--- src/rtl/coax_tx.sv ---
// -----------------------------------------------------------------------------
// coax_tx -- 3270 coax link serializer and Manchester encoder.
//
// Takes 10-bit words through a one-word holding register and sends them as
// one transmission:
//   line quiesce (6 x '1') -> code violation (3 bit times)
//   -> per word: sync '1', data bits 9..0, parity (even over sync+data+parity)
//   -> ending sequence: end bit '0' followed by a 2-half-cell mini violation.
// If another word is already waiting when a parity cell ends, its sync cell
// follows at once. In that case there is no ending sequence and no new
// quiesce between the two words.
//
// Bit encoding: each cell is two half-cells of CLOCKS_PER_BIT/2 clocks. Bit b
// is driven as ~b in the first half and b in the second half, so a receiver
// that samples in the middle of the second half recovers b.
//
// Ports:
//   clk      in   1  system clock
//   reset_n  in   1  synchronous active-low reset
//   data     in  10  word to transmit, bit 9 first
//   load     in   1  capture strobe, honoured only while ready=1
//   ready    out  1  holding register empty
//   tx       out  1  encoded line data (registered)
//   active   out  1  line-driver enable, high for the whole frame (registered)
//
// Handshake: a transfer happens on a clk edge where load=1 and ready=1. When
// load=1 and ready=0, the input is ignored and the held word is kept. ready
// falls the cycle after a capture. It rises again the cycle after the word
// moves into the shifter, which happens on the first clock of its sync cell.
//
// CLOCKS_PER_BIT must be even and at least 4.
// -----------------------------------------------------------------------------
module coax_tx #(
   parameter int CLOCKS_PER_BIT = 8
) (
   input  logic       clk,
   input  logic       reset_n,
   input  logic [9:0] data,
   input  logic       load,
   output logic       ready,
   output logic       tx,
   output logic       active
);

   localparam int HALF = CLOCKS_PER_BIT / 2;
   localparam int CW   = (HALF > 1) ? $clog2(HALF) : 1;
   localparam logic [CW-1:0] HALF_LAST = CW'(HALF - 1);

   localparam logic [2:0] S_IDLE   = 3'd0;
   localparam logic [2:0] S_QUIET  = 3'd1;
   localparam logic [2:0] S_CV     = 3'd2;
   localparam logic [2:0] S_SYNC   = 3'd3;
   localparam logic [2:0] S_DATA   = 3'd4;
   localparam logic [2:0] S_PARITY = 3'd5;
   localparam logic [2:0] S_END    = 3'd6;
   localparam logic [2:0] S_MINI   = 3'd7;

   logic [2:0]    state_q, state_d;
   logic [CW-1:0] half_cnt_q, half_cnt_d;   // clock within the current half-cell
   logic [4:0]    half_idx_q, half_idx_d;   // half-cell index within the state
   logic [9:0]    hold_q, hold_d;
   logic          hold_full_q, hold_full_d;
   logic [9:0]    shift_q, shift_d;
   logic          parity_q, parity_d;
   logic          tx_q, tx_d;
   logic          active_q, active_d;

   logic          half_end;
   logic          state_end;

   // Returns the index of the last half-cell of each state.
   function automatic logic [4:0] last_half_idx(input logic [2:0] st);
      logic [4:0] r;
      r = 5'd0;
      case (st)
         S_QUIET:  r = 5'd11;   // 6 cells
         S_CV:     r = 5'd5;    // 3 bit times
         S_DATA:   r = 5'd19;   // 10 cells
         S_SYNC,
         S_PARITY,
         S_END,
         S_MINI:   r = 5'd1;    // one cell
         default:  r = 5'd0;
      endcase
      return r;
   endfunction

   // Line level for a given state and half-cell position.
   // An odd half_idx means the second half of a cell.
   function automatic logic encode(input logic [2:0] st,
                                   input logic [4:0] idx,
                                   input logic       data_bit,
                                   input logic       par_bit);
      logic r;
      r = 1'b0;
      case (st)
         S_IDLE:   r = 1'b0;
         S_QUIET:  r = idx[0];                      // '1' cells
         S_CV:     r = (idx >= 5'd3);               // 3 halves low, 3 high
         S_SYNC:   r = idx[0];                      // '1' cell
         S_DATA:   r = idx[0] ? data_bit : ~data_bit;
         S_PARITY: r = idx[0] ? par_bit : ~par_bit;
         S_END:    r = ~idx[0];                     // '0' cell
         S_MINI:   r = 1'b1;
         default:  r = 1'b0;
      endcase
      return r;
   endfunction

   assign half_end  = (half_cnt_q == HALF_LAST);
   assign state_end = half_end && (half_idx_q == last_half_idx(state_q));

   always_comb begin
      state_d     = state_q;
      half_cnt_d  = half_cnt_q;
      half_idx_d  = half_idx_q;
      hold_d      = hold_q;
      hold_full_d = hold_full_q;
      shift_d     = shift_q;
      parity_d    = parity_q;

      // Cell timing runs in every state except IDLE. IDLE keeps the
      // counters at zero so that a frame always starts on a cell boundary.
      if (state_q == S_IDLE) begin
         half_cnt_d = '0;
         half_idx_d = 5'd0;
      end else begin
         half_cnt_d = half_end ? '0 : half_cnt_q + 1'b1;
         if (half_end) begin
            half_idx_d = state_end ? 5'd0 : half_idx_q + 5'd1;
         end
      end

      case (state_q)
         S_IDLE: begin
            // A held word can be waiting here if it was loaded during the
            // ending sequence of the previous frame.
            if (hold_full_q || load) begin
               state_d = S_QUIET;
            end
         end
         S_QUIET: begin
            if (state_end) state_d = S_CV;
         end
         S_CV: begin
            if (state_end) state_d = S_SYNC;
         end
         S_SYNC: begin
            // The word moves to the shifter on the first clock of the sync
            // cell. This frees the holding register for the next word.
            if (hold_full_q && (half_idx_q == 5'd0) && (half_cnt_q == '0)) begin
               shift_d     = hold_q;
               parity_d    = ~(^hold_q);
               hold_full_d = 1'b0;
            end
            if (state_end) state_d = S_DATA;
         end
         S_DATA: begin
            if (half_end && half_idx_q[0]) begin
               shift_d = {shift_q[8:0], 1'b0};
            end
            if (state_end) state_d = S_PARITY;
         end
         S_PARITY: begin
            if (state_end) begin
               state_d = hold_full_q ? S_SYNC : S_END;
            end
         end
         S_END: begin
            if (state_end) state_d = S_MINI;
         end
         S_MINI: begin
            if (state_end) state_d = S_IDLE;
         end
         default: begin
            state_d = S_IDLE;
         end
      endcase

      // Capture only into an empty register. The sync-cell transfer above
      // only fires while the register is full, so it never competes with
      // this capture.
      if (load && !hold_full_q) begin
         hold_d      = data;
         hold_full_d = 1'b1;
      end

      // tx and active are computed from next-state values and then
      // registered. This keeps them aligned with state_q and glitch-free.
      tx_d     = encode(state_d, half_idx_d, shift_d[9], parity_d);
      active_d = (state_d != S_IDLE);
   end

   always_ff @(posedge clk) begin
      if (!reset_n) begin
         state_q     <= S_IDLE;
         half_cnt_q  <= '0;
         half_idx_q  <= 5'd0;
         hold_q      <= 10'd0;
         hold_full_q <= 1'b0;
         shift_q     <= 10'd0;
         parity_q    <= 1'b0;
         tx_q        <= 1'b0;
         active_q    <= 1'b0;
      end else begin
         state_q     <= state_d;
         half_cnt_q  <= half_cnt_d;
         half_idx_q  <= half_idx_d;
         hold_q      <= hold_d;
         hold_full_q <= hold_full_d;
         shift_q     <= shift_d;
         parity_q    <= parity_d;
         tx_q        <= tx_d;
         active_q    <= active_d;
      end
   end

   assign ready  = ~hold_full_q;
   assign tx     = tx_q;
   assign active = active_q;

endmodule

--- config.mk ---
export PLATFORM = sky130hd
export DESIGN_NAME = coax_tx
export DESIGN_NICKNAME = d
export VERILOG_FILES = /design/src/rtl/coax_tx.sv
export SDC_FILE = /design/constraint.sdc
export NUM_CORES = 1
export LEC_CHECK = 0
export ABC_AREA = 1
export BUFFER_PORTS_ARGS = -buffer_cell sky130_fd_sc_hd__buf_2
export CAP_MARGIN = 20
export CORE_ASPECT_RATIO = 0.8
export CORE_UTILIZATION = 56
export CTS_BUF_LIST = sky130_fd_sc_hd__clkbuf_8
export DETAILED_ROUTE_END_ITERATION = 12
export PLACE_DENSITY = 0.76
export SETUP_SLACK_MARGIN = 0.4
export SLEW_MARGIN = 20
export SYNTH_ARGS = -nofsm -noshare
export SYNTH_HDL_FRONTEND = slang
export SYNTH_SLANG_ARGS = --single-unit
--- constraint.sdc ---
create_clock -name clk -period 4 [get_ports clk]
set_clock_uncertainty 0.05 [all_clocks]
set_input_delay 0.2 -clock clk [delete_from_list [all_inputs] [get_ports clk]]
set_output_delay 0.2 -clock clk [all_outputs]
set_load 0.02 [all_outputs]
== Yosys cells after proc, flatten, opt, wreduce, memory -nomap -nowiden ==
Cells that the tools add are included.
W data, S select, Z words.
Storage, ports and cells
  register bits: 34
  input bits: 13
  output and inout port bits: 3
  logic and storage cells: 83
Operators by class
  add/sub/neg operators: 2
  magnitude comparators: 1
  equal/unequal tests: 18
  multiplexer cells: 25
  bitwise gates (word level): 6
  reductions and logical operators: 21
Operators with widths (number)
  $mux W3: 9
  $eq A3 B3 Y1 const B: 8
  $pmux W3 S8: 1
  $mux W10: 2
  $pmux W10 S2: 1
  $pmux W5 S4: 1
  $mux W5: 3
  $eq A3 B2 Y1 const B: 4
  $reduce_xor A10 Y1: 1
  $mux W1: 7
  $pmux W1 S7: 1
  $eq A3 B1 Y1 const B: 2
  $logic_not A3 Y1: 2
  $not A1 Y1: 6
  $reduce_bool A2 Y1: 3
  $add A5 B1 Y5 const B: 1
  $eq A5 B5 Y1: 1
  $ge A5 B2 Y1 const B: 1
  $logic_and A1 B1 Y1: 5
  $logic_not A5 Y1: 1
  $ne A2 B2 Y1 const B: 2
  $reduce_or A4 Y1: 1
  $reduce_and A3 Y1: 1
  $reduce_bool A3 Y1: 1
  8 further kinds: 8

== Longest topological paths before layout ==
  depth after elaboration: 10
  mapped depth: 16
  gate-level depth less buffers: 16

== Least setup slack after synthesis ==
No wires, ideal clock.
  path type: register to register
  from: reg half_cnt_q[0]
  to: reg tx_q (netlist: tx)
  setup time: 0.111 ns
  data arrival time: 1.729 ns
  data required time: 3.839 ns
  setup slack: 2.109 ns
  stages on the path, launching flop included: 13
  period minus slack after synthesis: 1.891 ns
  cells stage by stage: dfxtp_1 ha_1 clkbuf_1 nand2_1 nor2_2 nor2_2 nand2_1 nand2_1 xor2_1 nand3_1 nand3_1 nor2_1 nor2_1
On the way
  word-level cells in the longest chain between the ends: 7
  elaborated cells between the ends (all ways): 37
  those cells by class: order compare (1); eq/ne (8); mux (19); bitwise (3); reduce/logical (6)
Ends and longest elaborated chain
  start: declaration: line 59  | logic [CW-1:0] half_cnt_q, half_cnt_d;
  start signal: assignment: line 207  | half_cnt_q <= half_cnt_d;
  $eq A2 B2 Y1 or $logic_not A2 Y1 (tied branches): line 110, 151
  $logic_and A1 B1 Y1, on equally long branches: line 111, 151, 159
  $mux W5, or another cell as far along: line 130  | half_idx_d = state_end ? 5'd0 : half_idx_q + 5'd1;
  $mux W5, or another cell as far along: line 129  | if (half_end) begin
  $mux W5, or another cell as far along: line 124  | if (state_q == S_IDLE) begin
  $ge A5 B2 Y1, or another cell as far along: line 99  | S_CV: r = (idx >= 5'd3);
  $pmux W1 S7 *: line 96  | case (st)
  end signal: assignment: line 213  | tx_q <= tx_d;
  end: declaration: line 65  | logic tx_q, tx_d;
Every way passes the cells marked *; elsewhere a longest branch is shown, timed or not. The select of a mux whose other input is x is not followed.
A chain may end at the register's enable or synchronous reset.

== Worst setup path after layout ==
  from: reg half_idx_q[0]
  to: reg tx_q (netlist: tx)
On the way
  word-level cells in the longest chain between the ends: 8
  elaborated cells between the ends (all ways): 39
  those cells by class: add/sub (1); order compare (1); eq/ne (8); mux (19); bitwise (3); reduce/logical (7)
Ends and longest elaborated chain
  start: declaration: line 60  | logic [4:0] half_idx_q, half_idx_d;
  start signal: assignment: line 208  | half_idx_q <= half_idx_d;
  parallel branches: the longest is 7 deep, another holds $add A5 B1 Y5
  $pmux W1 S7 *: line 96
Mark *: on every way between the ends. The select of a mux whose other input is x is not followed.

==> run metrics <==
run status finished, final reports clean; final worst path period share 52.9%; prevailing post-synth register cell sky130_fd_sc_hd__dfxtp_1; clock sink count 34; final count of pins violating max slew 0; wirelength, routed 4010 um; worst hold-check path type in2reg; Hold Crit Endpoint hold_q[6]; Finished Layout Cells 344; clock-pin slew on the worst setup and hold paths 0.07 ns; worst hold path cell count 3; CTS tree yes; crit-path leading delay family simple AND/OR/NAND/NOR gates; number of enable-type register cells in the synthesized netlist 0; Max-slew headroom 64.1%; simple-gate share of the synthesized area 38.5%; proportion of power drawn by combinational gates 11.6%; slew at the pin closest to its max-slew limit 0.535 ns; DP Area 1970 sq um; # hold bufs at CTS 0; Num CTS Buffers 5; clock insertion delay at the later pin of the skew report 0.29 ns; Yosys Warn Count 0; Synth Area in Compound Gates 11.1%; Die Width 66.5 um; Hold WS 0.105 ns; maximum number of pins on one net before global-route repair 20; sum of internal, switching and leakage power 0.000839 W; Slowest cell on crit path sky130_fd_sc_hd__dfxtp_1; IO Count 16; Power Internal 0.000633 W; largest family of logic cells by synthesized area simple AND/OR/NAND/NOR gates; first-pass GRT wire length 6600 um; switching pwr 0.000206 W; number of buffers on the longest clock path 2; Fill cells 282; setup TNS 0 ns; top area cells in the synthesized netlist sky130_fd_sc_hd__dfxtp_1 (37%), sky130_fd_sc_hd__nand2_1 (16%), sky130_fd_sc_hd__nor2_1 (7.3%), sky130_fd_sc_hd__inv_1 (6.9%), sky130_fd_sc_hd__nand3_1 (6.2%); via count 1761; top cell type by total area after synthesis sky130_fd_sc_hd__dfxtp_1; average cell area after synthesis 6.54 sq um; CP Buf/Inv Count 2; top-count cell post-synth sky130_fd_sc_hd__nand2_1; number of buffers inserted by port buffering 15; remaining global-route overflow 0; share of synthesized cell area in full adder, half adder and majority cells 2.69%; initial detailed-routing violation count 135; Max Cap Viol 0; min Tclk post-route 2.12 ns; gp weighted congestion 0.875; Final nets 320; share of synthesized area spent on multiplexers 0%; Inst Count DP 336; total routing resource utilization after global routing 25.6%; Critical Path Max Stage Delay 0.40 ns; Die Span Y 53.6 um; number of H-tree levels 2; cell count after synthesis 285; post-synth cell types 29; vias in the first global route 1400; n_diodes 0; area share of the largest cell type after synthesis 36.5%; Worst Setup Start Kind flip-flop; arrival time worst endpoint 2.30 ns; final routed DRC violation total 0; cell area after layout 2110 sq um; Top cell by count, worst path sky130_fd_sc_hd__nand2_1; total of flip-flops plus latches after synthesis 34; critical path fanouts, max 10; CP cell instances inv_1 -> ha_1 -> nand2_1 -> nor3_1 -> nand3_2 -> inv_4 -> nor2_2 -> nand2_1 -> nand2_1 -> xor2_1 -> nand3_1 -> nand3_1 -> nor2_1 -> nor2_1; antenna violations before repair 0; worst setup slack for register-to-register paths 1.88 ns; post-CTS setup-driven buffer insertion count 0; maximum VDD drop 0.293 mV; Sw Share 24.5%; fraction of layout cells with a size suffix above 1 14.1%; Detail Route Antenna Nets 0; Worst setup EP type flip-flop; Area Growth Syn to Fin 13.3%; clock group share of total power 45.5%; Seq pwr share 42.9%; number of failing hold endpoints at the final stage 0; number of optimization iterations in the first detailed-route pass 4; Resized Gates After CTS 0; Root Driver sky130_fd_sc_hd__clkbuf_8; startpoint of the tightest hold check path data[6]; area of the mapped netlist 1860 sq um; syn_nets 302; Worst EP required 4.18 ns; share of the synthesized netlist area taken by xor and xnor gates 2.35%; core area 3130 sq um; sequential fraction of the synthesis area 36.5%; Pwr per Cell Area 398 nW/um^2; end of the worst register-to-register path tx; class of the most critical setup path reg2reg; routed length per placed instance 11.7 um; Max Clock Freq 473 MHz; reg-to-reg critical path startpoint half_idx_q[0]; half-perimeter wire length of the detailed placement result 3000 um; via density per instance 5.12; Post-synth ARST share 0%; Die Footprint 3560 sq um; top post-synthesis cells by count sky130_fd_sc_hd__nand2_1 (79), sky130_fd_sc_hd__nor2_1 (36), sky130_fd_sc_hd__dfxtp_1 (34), sky130_fd_sc_hd__inv_1 (34), sky130_fd_sc_hd__nand3_1 (23); setup violation total in the final timing report 0; Initial Utilization 59.5%; num rows 18; leak pwr 0.980 nW; RSZ-0062 raised after global routing false; number of cells on the worst reg-to-reg path 14
per-layer routing:
metal,vias up,global-route usage [%],routed length [um],part of all wire [%]
li1,947,-,-,-
met1,766,39.3,2180,54
met2,44,33.2,1580,39
met3,4,8.69,215,5.4
met4,0,6.38,31,0.77
met5,-,0,0,0
kinds of logic (layout without fill, tap and decap cells):
| logic type | Yosys count | count (layout) |
|---|---|---|
| adders and majority gates | 4 | 4 |
| AOI/OAI and AO/OA | 36 | 36 |
| xor gates and xnor gates | 5 | 5 |
| DFF | 34 | 34 |
| buffers and inverters | 43 | 62 |
| and+or+nand+nor | 163 | 163 |
worst max-delay path by stage:
stage / slack (ns) / cells past startpoint / from / endpoint
floorplan: 2.11 / 12 / half_cnt_q[0] / tx
global placement: 1.98 / 14 / half_idx_q[0] / tx
detailed placement: 1.92 / 14 / half_idx_q[0] / tx
CTS: 1.90 / 14 / half_idx_q[0] / tx
global route: 1.67 / 14 / half_idx_q[0] / tx
finish: 1.88 / 14 / half_idx_q[0] / tx
cell usage in the layout, fill, tap and decap left out:
| cell type | instances |
|---|---|
| sky130_fd_sc_hd__nand2_1 | 79 |
| sky130_fd_sc_hd__nor2_1 | 36 |
| sky130_fd_sc_hd__inv_1 | 34 |
| sky130_fd_sc_hd__dfxtp_1 | 34 |
| sky130_fd_sc_hd__nand3_1 | 23 |
| sky130_fd_sc_hd__buf_2 | 15 |
| sky130_fd_sc_hd__o21ai_0 | 13 |
| sky130_fd_sc_hd__a21oi_1 | 12 |
| sky130_fd_sc_hd__nand2_2 | 5 |
| sky130_fd_sc_hd__nor2_2 | 5 |
| sky130_fd_sc_hd__clkbuf_8 | 5 |
| sky130_fd_sc_hd__nor3_1 | 4 |
| sky130_fd_sc_hd__a221oi_1 | 4 |
| sky130_fd_sc_hd__a31oi_1 | 4 |
| sky130_fd_sc_hd__ha_1 | 4 |
| sky130_fd_sc_hd__inv_2 | 3 |
| sky130_fd_sc_hd__nand3_2 | 3 |
| sky130_fd_sc_hd__xor2_1 | 3 |
| sky130_fd_sc_hd__nand4_1 | 2 |
| sky130_fd_sc_hd__nor4_1 | 2 |
| sky130_fd_sc_hd__xnor2_1 | 2 |
| sky130_fd_sc_hd__bufinv_16 | 2 |
| sky130_fd_sc_hd__clkinv_1 | 1 |
| sky130_fd_sc_hd__nor2_4 | 1 |
| sky130_fd_sc_hd__nor3_2 | 1 |
| sky130_fd_sc_hd__inv_4 | 1 |
| sky130_fd_sc_hd__o21bai_1 | 1 |
| sky130_fd_sc_hd__a21boi_0 | 1 |
| sky130_fd_sc_hd__or2_2 | 1 |
| sky130_fd_sc_hd__and2_1 | 1 |
| sky130_fd_sc_hd__o22ai_1 | 1 |
| sky130_fd_sc_hd__clkinv_4 | 1 |
power by group through the flow:
stage          Combinational, W  Clock [W]  Sequential (W)
4_1_cts               0.0000973   0.000387        0.000360
5_1_grt                0.000112   0.000403        0.000361
6_report              0.0000972   0.000382        0.000360
3_5_place_dp          0.0000971          0        0.000368
2_1_floorplan         0.0000726          0        0.000368
3_3_place_gp          0.0000958          0        0.000367
state kept, by name, summed over array words and instances, names as in the netlist:
signal / cells
parity_q: 1
tx: 1
hold_q: 10
state_q: 3
active: 1
hold_full_q: 1
half_cnt_q: 2
shift_q: 10
half_idx_q: 5
worst register-to-register path, stage by stage (launching register included):
cell and delay, ns:
sky130_fd_sc_hd__dfxtp_1 0.40, sky130_fd_sc_hd__inv_1 0.08, sky130_fd_sc_hd__ha_1 0.20, sky130_fd_sc_hd__nand2_1 0.06, sky130_fd_sc_hd__nor3_1 0.05, sky130_fd_sc_hd__nand3_2 0.17
sky130_fd_sc_hd__inv_4 0.08, sky130_fd_sc_hd__nor2_2 0.31, sky130_fd_sc_hd__nand2_1 0.11, sky130_fd_sc_hd__nand2_1 0.10, sky130_fd_sc_hd__xor2_1 0.17, sky130_fd_sc_hd__nand3_1 0.09
sky130_fd_sc_hd__nand3_1 0.07, sky130_fd_sc_hd__nor2_1 0.04, sky130_fd_sc_hd__nor2_1 0.08
metrics by stage:
step | utilization, % | setup WS [ns]
3_5_place_dp | 63.0 | 1.92
2_1_floorplan | - | 2.11
5_1_grt | 67.4 | 1.67
3_3_place_gp | 63.0 | 1.98
4_1_cts | 67.4 | 1.90
6_report | 67.4 | 1.88
layout make-up:
type                    instances  area (sq um)  share of cell area [%]
clock buffers                   5          68.8                    3.26
repair buffers                 15          75.1                    3.56
multi-input cells             208          1020                    48.3
well taps                      40          50.0                    2.37
flip-flops and latches         34           681                    32.2
inverters                      39           149                    7.05
clock inverters                 3          68.8                    3.26
No activity file was read; power rests on OpenSTA's default activity.
